$ cat config.mk
export PLATFORM = sky130hd
export DESIGN_NAME = uart_tx_fifo
export DESIGN_NICKNAME = d
export VERILOG_FILES = /design/src/rtl/uart_tx_fifo.sv
export SDC_FILE = /design/constraint.sdc
export NUM_CORES = 1
export LEC_CHECK = 0
export ABC_AREA = 1
export CAP_MARGIN = 0
export CORE_MARGIN = 10
export CORE_UTILIZATION = 55
export DETAILED_ROUTE_END_ITERATION = 10
export HOLD_SLACK_MARGIN = 0.06
export PLACE_DENSITY = 0.76
export SLEW_MARGIN = 0
export SYNTH_ARGS = -nofsm -noshare
export SYNTH_HDL_FRONTEND = slang
export SYNTH_SLANG_ARGS = --single-unit
$ cat constraint.sdc
create_clock -name clk -period 5.8 [get_ports clk]
set_clock_uncertainty 0.1 [all_clocks]
set_input_delay 0.87 -clock clk [delete_from_list [all_inputs] [get_ports clk]]
set_output_delay 0.87 -clock clk [all_outputs]
set_load 0.005 [all_outputs]
$ cat src/rtl/uart_tx_fifo.sv
// UART transmitter with an input FIFO, configurable data width,
// runtime parity/stop selection and back-to-back frame output.
//
// Ports:
//   clk, reset        system clock, synchronous active-high reset
//   data_in/valid     character offered by the producer
//   data_ready        FIFO can accept (not full)
//   baudrate_reg      bit period minus 1, in clk cycles
//   parity_mode       00 none, 01 even, 10 odd, 11 mark
//   stop2             0 = one stop bit, 1 = two stop bits
//   TxD               serial line, idles high
//   tx_busy           frame in progress or FIFO non-empty
//   tx_done           one-cycle pulse after the last stop bit period
//   fifo_level        entries currently queued
module uart_tx_fifo #(
    parameter int DATA_BITS  = 8,
    parameter int FIFO_DEPTH = 4,
    parameter int BAUD_W     = 14
) (
    input  logic                              clk,
    input  logic                              reset,
    input  logic [DATA_BITS-1:0]              data_in,
    input  logic                              data_valid,
    output logic                              data_ready,
    input  logic [BAUD_W-1:0]                 baudrate_reg,
    input  logic [1:0]                        parity_mode,
    input  logic                              stop2,
    output logic                              TxD,
    output logic                              tx_busy,
    output logic                              tx_done,
    output logic [$clog2(FIFO_DEPTH+1)-1:0]   fifo_level
);

    localparam int PTR_W = $clog2(FIFO_DEPTH);
    localparam int LVL_W = $clog2(FIFO_DEPTH + 1);
    localparam int BIT_W = $clog2(DATA_BITS);

    typedef enum logic [2:0] {
        S_IDLE,
        S_START,
        S_DATA,
        S_PARITY,
        S_STOP
    } state_t;

    // FIFO storage and bookkeeping
    logic [DATA_BITS-1:0] mem_q [FIFO_DEPTH];
    logic [PTR_W-1:0]     wr_ptr_q;
    logic [PTR_W-1:0]     rd_ptr_q;
    logic [LVL_W-1:0]     level_q;

    logic full;
    logic empty;
    logic push;
    logic pop;

    // Transmit state
    state_t               state_q;
    state_t               state_d;
    logic [BAUD_W-1:0]    baud_cnt_q;
    logic [BAUD_W-1:0]    baud_q;
    logic [BIT_W-1:0]     bit_cnt_q;
    logic                 stop_cnt_q;
    logic [DATA_BITS-1:0] shift_q;
    logic                 par_en_q;
    logic                 par_bit_q;
    logic                 stop2_q;
    logic                 done_q;
    logic                 done_d;

    logic                 bit_end;
    logic                 last_data;
    logic                 last_stop;
    logic [DATA_BITS-1:0] head;
    logic                 par_calc;

    assign full  = (level_q == LVL_W'(FIFO_DEPTH));
    assign empty = (level_q == '0);
    // A full FIFO refuses data even if a pop frees a slot this cycle.
    assign push  = data_valid && !full;
    assign head  = mem_q[rd_ptr_q];

    always_ff @(posedge clk) begin
        if (push) begin
            mem_q[wr_ptr_q] <= data_in;
        end
    end

    always_ff @(posedge clk) begin
        if (reset) begin
            wr_ptr_q <= '0;
            rd_ptr_q <= '0;
            level_q  <= '0;
        end else begin
            if (push) begin
                wr_ptr_q <= wr_ptr_q + PTR_W'(1);
            end
            if (pop) begin
                rd_ptr_q <= rd_ptr_q + PTR_W'(1);
            end
            case ({push, pop})
                2'b10:   level_q <= level_q + LVL_W'(1);
                2'b01:   level_q <= level_q - LVL_W'(1);
                default: level_q <= level_q;
            endcase
        end
    end

    assign bit_end   = (baud_cnt_q == baud_q);
    assign last_data = (bit_cnt_q == BIT_W'(DATA_BITS - 1));
    assign last_stop = (stop_cnt_q == stop2_q);

    always_comb begin
        par_calc = 1'b0;
        case (parity_mode)
            2'b01:   par_calc = ^head;
            2'b10:   par_calc = ~^head;
            2'b11:   par_calc = 1'b1;
            default: par_calc = 1'b0;
        endcase
    end

    // State register
    always_ff @(posedge clk) begin
        if (reset) begin
            state_q <= S_IDLE;
        end else begin
            state_q <= state_d;
        end
    end

    // Next-state logic; pop only ever happens on a frame start.
    always_comb begin
        state_d = state_q;
        pop     = 1'b0;
        done_d  = 1'b0;
        unique case (state_q)
            S_IDLE: begin
                if (!empty) begin
                    state_d = S_START;
                    pop     = 1'b1;
                end
            end
            S_START: begin
                if (bit_end) begin
                    state_d = S_DATA;
                end
            end
            S_DATA: begin
                if (bit_end && last_data) begin
                    state_d = par_en_q ? S_PARITY : S_STOP;
                end
            end
            S_PARITY: begin
                if (bit_end) begin
                    state_d = S_STOP;
                end
            end
            S_STOP: begin
                if (bit_end && last_stop) begin
                    done_d = 1'b1;
                    if (!empty) begin
                        state_d = S_START;
                        pop     = 1'b1;
                    end else begin
                        state_d = S_IDLE;
                    end
                end
            end
            default: state_d = S_IDLE;
        endcase
    end

    // Datapath: frame config is latched at frame start only.
    always_ff @(posedge clk) begin
        if (reset) begin
            baud_cnt_q <= '0;
            baud_q     <= '0;
            bit_cnt_q  <= '0;
            stop_cnt_q <= 1'b0;
            shift_q    <= '0;
            par_en_q   <= 1'b0;
            par_bit_q  <= 1'b0;
            stop2_q    <= 1'b0;
            done_q     <= 1'b0;
        end else begin
            done_q <= done_d;
            if (pop) begin
                shift_q    <= head;
                baud_q     <= baudrate_reg;
                par_en_q   <= (parity_mode != 2'b00);
                par_bit_q  <= par_calc;
                stop2_q    <= stop2;
                baud_cnt_q <= '0;
                bit_cnt_q  <= '0;
                stop_cnt_q <= 1'b0;
            end else if (state_q != S_IDLE) begin
                if (bit_end) begin
                    baud_cnt_q <= '0;
                    if (state_q == S_DATA) begin
                        shift_q   <= {1'b0, shift_q[DATA_BITS-1:1]};
                        bit_cnt_q <= bit_cnt_q + BIT_W'(1);
                    end
                    if (state_q == S_STOP) begin
                        stop_cnt_q <= 1'b1;
                    end
                end else begin
                    baud_cnt_q <= baud_cnt_q + BAUD_W'(1);
                end
            end
        end
    end

    // Output logic
    always_comb begin
        TxD = 1'b1;
        unique case (state_q)
            S_IDLE:   TxD = 1'b1;
            S_START:  TxD = 1'b0;
            S_DATA:   TxD = shift_q[0];
            S_PARITY: TxD = par_bit_q;
            S_STOP:   TxD = 1'b1;
            default:  TxD = 1'b1;
        endcase
    end

    assign tx_busy    = (state_q != S_IDLE) || !empty;
    assign data_ready = !full;
    assign tx_done    = done_q;
    assign fifo_level = level_q;

endmodule

======== Yosys cells after proc, flatten, opt, wreduce, memory -nomap -nowiden ========
Memory sizes are Yosys's and may differ from the RTL's. A register that Yosys moved wholly into a read port is not among the register bits.
Cells that the tools add are included.
storage, ports and cells
  output and inout bits ................... 7
  register bits ........................... 54
  input port bits ......................... 28
  memories ................................ 1
  logic and storage cells ................. 85
  memory bits (writable) .................. 32
memories
  memory  depth  bits a word  rd ports  clocked after memory_dff  write ports  RTL line  RTL
  mem_q   4      8            1         1                         1            47        logic [DATA_BITS-1:0] mem_q [FIFO_DEPTH];
cells by class
  bitwise operators ....................... 1
  mux-type cells .......................... 24
  add/subtract/negate cells ............... 6
  reduce and logical (&&, ||, !) cells .... 22
  equal/unequal tests ..................... 18
operators with widths
  operator                                                               number
  8-bit 2-to-1 mux                                                       4
  3-bit 2-to-1 mux                                                       6
  3-bit case mux with 5 select lines                                     1
  14-bit by 1-bit adder with 14-bit output, second input constant        1
  14-bit equality test                                                   1
  14-bit 2-to-1 mux                                                      1
  2-bit inequality test, second input constant                           5
  2-bit nonzero test                                                     5
  3-bit equality test, second input constant                             3
  3-bit AND reduction                                                    3
  8-bit XNOR reduction                                                   1
  8-bit XOR reduction                                                    1
  3-bit by 1-bit adder with 3-bit output, second input constant          2
  2-bit equality test, second input constant                             3
  3-bit by 2-bit equality test with 1-bit output, second input constant  2
  3-bit logical NOT                                                      2
  1-bit 2-to-1 mux                                                       6
  1-bit case mux with 3 select lines                                     2
  3-bit case mux with 2 select lines                                     1
  5-bit AND reduction                                                    1
  2-bit by 1-bit adder with 2-bit output, second input constant          2
  2-bit by 1-bit equality test with 1-bit output, second input constant  2
  2-bit 2-to-1 mux                                                       2
  2-bit OR reduction                                                     2
  9 further kinds                                                        12

======== Longest topological paths before layout ========
  depth after elaboration ................. 6
  mapped depth ............................ 16
  depth with buffers taken out ............ 15

======== Least setup slack after synthesis ========
No wires, ideal clock.
  path type ............................... register -> register
  start ................................... reg state_q[1]
  end ..................................... reg level_q[2] (netlist: fifo_level[2])
  data required time ...................... 5.578 ns
  setup time .............................. 0.122 ns
  path buffers ............................ 0
  data arrival time ....................... 2.194 ns
  cell stages (with the launch flop) ...... 13
  period minus slack after synthesis ...... 2.416 ns
  setup slack ............................. 3.384 ns
  path through ............................ dfxtp_1 -> nor2_1 -> inv_1 -> nor2_2 -> inv_1 -> a21oi_1 -> ha_1 -> inv_1 -> fa_1 -> a21oi_1 -> o21ai_0 -> o21ai_0 -> a21oi_1
on the way
  word-level cells in the longest chain between the ends .. 4
  elaborated cells between the ends (all ways) .. 7
  those cells by class .................... 3 x eq/ne; 2 x mux; 2 x reduce/logical
ends and longest elaborated chain
  element                                                                                RTL line  RTL
  from (decl)                                                                            58        state_t state_q;
  from (signal assigned)                                                                 128       state_q <= state_d;
  3-bit equality test or 3-bit logical NOT (tied branches)                               137       unique case (state_q)
  1-bit case mux with 2 select lines (*)                                                 137
  net pop                                                                                55        logic pop;
  2-bit by 1-bit equality test with 1-bit output or 2-bit equality test (tied branches)  101       case ({push, pop})
  3-bit case mux with 2 select lines or 2-bit nonzero test (tied branches)               --
  to (signal assigned)                                                                   102       2'b10: level_q <= level_q + LVL_W'(1);
  to (signal assigned)                                                                   103       2'b01: level_q <= level_q - LVL_W'(1);
  to (signal assigned)                                                                   104       default: level_q <= level_q;
  to (decl)                                                                              50        logic [LVL_W-1:0] level_q;
The timed path passes the listed nets; every way through them passes the cells marked *.
A chain may end at the register's enable or synchronous reset.

======== Worst setup path in the final report ========
  start ................................... in reset
  end ..................................... reg baud_cnt_q[9]
on the way
  word-level cells in the longest chain between the ends .. 1
ends and longest elaborated chain
  element                              RTL line  RTL
  from (decl)                          21        input logic reset,
  2-bit OR reduction (no source line)  --
  to (signal assigned)                 208       baud_cnt_q <= baud_cnt_q + BAUD_W'(1);
  to (decl)                            60        logic [BAUD_W-1:0] baud_cnt_q;
Every way passes these cells.

==> results.yml <==
outcome:
  status: "completed"
cells_and_area:
  layout-drive-gt1-share: 0.0591
  nNetsFinal: 641
  final_common_cell: "nand2_1"
  diodes: 0
  area.growth.synth_to_final_pct: 13.1
  final_cell_mix: "nand2_1 (225), dfxtp_1 (56), inv_1 (55), nor2_1 (49), nand3_1 (36)"
setup_path:
  worst_ep_arrival_time_ns: 3.35
  worst-path-buf-inv: 3
  critPathKind: "input port to register"
  crit_path_max_incr_delay_ns: 0.60
  path_cells: "clkdlybuf4s50_1 > inv_1 > nand2_1 > nor2_1 > clkinv_1 > nor2_1"
  cp.required_ns: 5.98
  cp-end-kind: "register"
  cpMaxStageDelayCell: "clkdlybuf4s50_1"
  cp-start-kind: "input port"
  cp_max_fo: 23
  crit_path_frequent_cell: "nor2_1"
  critPathTopFamily: "buffers and inverters"
global_routing:
  grt_pass1_vias: 3412
  overflow: 0
  grt_pass1_wl_um: 14900
  grt_usage: 0.155
  grt_max_degree: 24
  antenna_found_initial: 0
sta:
  slew_viol_final: 0
  final.setup.tns_ns: 0
  tightest_slew_ns: 0.856
  finalCriticalPeriod_ns: 3.17
  rsz0062_at_grt: "false"
  min_period_over_period: 0.547
  slew-limit-headroom: 0.428
  finalSetupViolCount: 0
  hold_viol_final: 0
  max_freq_mhz: 315
cts:
  cts_tree: "built"
  postCtsHoldBufs: 0
  clk_pin_slew_ns: 0.09
  cts_buffer_depth: 2
  htree_levels: 3
  root_buffer: "clkbuf_8"
  clock_latency_ns: 0.35
  cts.sinks: 88
  cts_buffers: 9
  postCtsSetupBuffers: 0
  post_cts_resized: 0
run:
  drv_cap: 0
power:
  peakVddDrop_v: 0.000223
  p_leak_uw: 0.00207
  power_density_nw_per_um2: 482
  design_power_total_uw: 2360
synth:
  syn_avg_cell_area_um2: 7.55
  synth_area_um2: 4320
  synth_top_area_frac: 0.260
  seq_area_frac_synth: 0.482
  synth_cells: 572
  ys_top_cells_by_area: "dfxtp_1 (26%), edfxtp_1 (22%), nand2_1 (20%), inv_1 (4.8%), nor2_1 (4.3%)"
  ys_ff_latch: 88
  yosys_warnings: 0
  synth_top_area_cell: "dfxtp_1"
  mappedNetlistNets: 609
  ys_types: 34
drt:
  vias_per_cell: 5.01
  drcViolationCount: 0
  drt-wirelength-per-cell_um: 12.5
  drt-pass1-iter-count: 5
  routed_wl_um: 8900
  drt-initial-drc-count: 172
  ant_nets: 0
  vias: 3561
die:
  dieArea_um2: 11800
  rows: 32
  ios: 35
  fp.dieW_um: 109
  chipHeight_um: 109
  start_util: 0.562
  core_area_um2: 7690
place:
  dp_hpwl_um: 6420
  numPortBuffers: 34
  globalplace.congestion: 0.832
worst_hold_path:
  hold_class: "register to register"
[per-stage QoR]
stage / hold slack [ns] / instance area, um2 / setup slack [ns] / utilization / std cells
after global routing: 0.395 / 4880 / 2.34 / 0.635 / 711
final: 0.361 / 4880 / 2.63 / 0.635 / 711
after global placement: 0.346 / 4700 / 2.38 / 0.612 / 695
after CTS: 0.363 / 4880 / 2.66 / 0.635 / 711
after detailed placement: 0.351 / 4700 / 2.29 / 0.612 / 695
after floorplan: 0.327 / 4320 / 3.38 / - / 572
[flip-flops by register name, summed over array words and instances, names as in the netlist, 2 cells and up, named ones only]
register and flops:
baud_cnt_q 14, baud_q 14, bit_cnt_q 3, fifo_level 3, mem_q 32, rd_ptr_q 2, shift_q 8, state_q 3
wr_ptr_q 2
[per-layer routing]
metal | track usage | vias to the layer above | part of all wire
met5 | 0 | - | 0
met4 | 0.0395 | 0 | 0.010
met3 | 0.0407 | 9 | 0.041
met2 | 0.281 | 65 | 0.51
met1 | 0.176 | 1606 | 0.44
li1 | - | 1881 | -
[Yosys cell counts]
| master | n |
|---|---|
| buf_8 | 1 |
| nand2_1 | 225 |
| nor2_2 | 5 |
| nor2_1 | 49 |
| nor4_1 | 1 |
| o2111ai_1 | 1 |
| a21oi_1 | 20 |
| o21ai_0 | 17 |
| xnor2_1 | 2 |
| nand3b_1 | 7 |
| a211oi_1 | 1 |
| edfxtp_1 | 32 |
| buf_6 | 2 |
| o31ai_1 | 1 |
| inv_2 | 6 |
| nand3_1 | 36 |
| nor3_1 | 6 |
| nor2_8 | 1 |
| xor2_1 | 11 |
| dfxtp_1 | 56 |
| o21ai_2 | 2 |
| ha_1 | 8 |
| clkbuf_1 | 4 |
| o211ai_1 | 1 |
| nand2_4 | 2 |
| o21ai_1 | 3 |
| inv_1 | 55 |
| buf_2 | 6 |
| fa_1 | 1 |
| nand4_2 | 1 |
| clkinv_1 | 2 |
| nand2_2 | 1 |
| nand3_2 | 2 |
| nand4_1 | 4 |
[area by class of cell]
type                    instances  area [um2]
multi-input cells             408        1920
repair buffers                 34         340
clock inverters                 7        56.3
flip-flops and latches         88        2080
fillers                       650        2800
well taps                     102         128
inverters                      63         236
clock buffers                   9         124
[final timing paths]
| path | startpoint | endpoint | slack (ns) | cells after the start |
|---|---|---|---|---|
| worst max-delay path | reset | baud_cnt_q[9] | 2.63 | 6 |
| worst min-delay path | baud_q[8] | baud_q[8] | 0.36 | 2 |
| worst max register to register | baud_cnt_q[6] | baud_cnt_q[9] | 2.93 | 12 |
| worst min register to register | baud_q[8] | baud_q[8] | 0.36 | 2 |
[logic make-up (layout without fill, tap and decap cells)]
logic type	after synthesis	after routing	synth area share
flip-flops	88	88	0.482
AO/OA/AOI/OAI	46	46	0.0577
XOR/XNOR	13	13	0.0264
adder cells (fa/ha/maj)	9	9	0.0278
buffers and inverters	76	113	0.0739
AND/OR/NAND/NOR	340	340	0.332
[worst min-delay path: stages (launching register included)]
cell	delay (ns)
dfxtp_1	0.33
nand2_1	0.06
nand2_1	0.04
[power by group]
group,total [uW],switching [uW],internal [uW]
Sequential,863,92.3,771
Clock,386,227,160
Combinational,1110,731,376
Power figures use the tool's default switching activity.
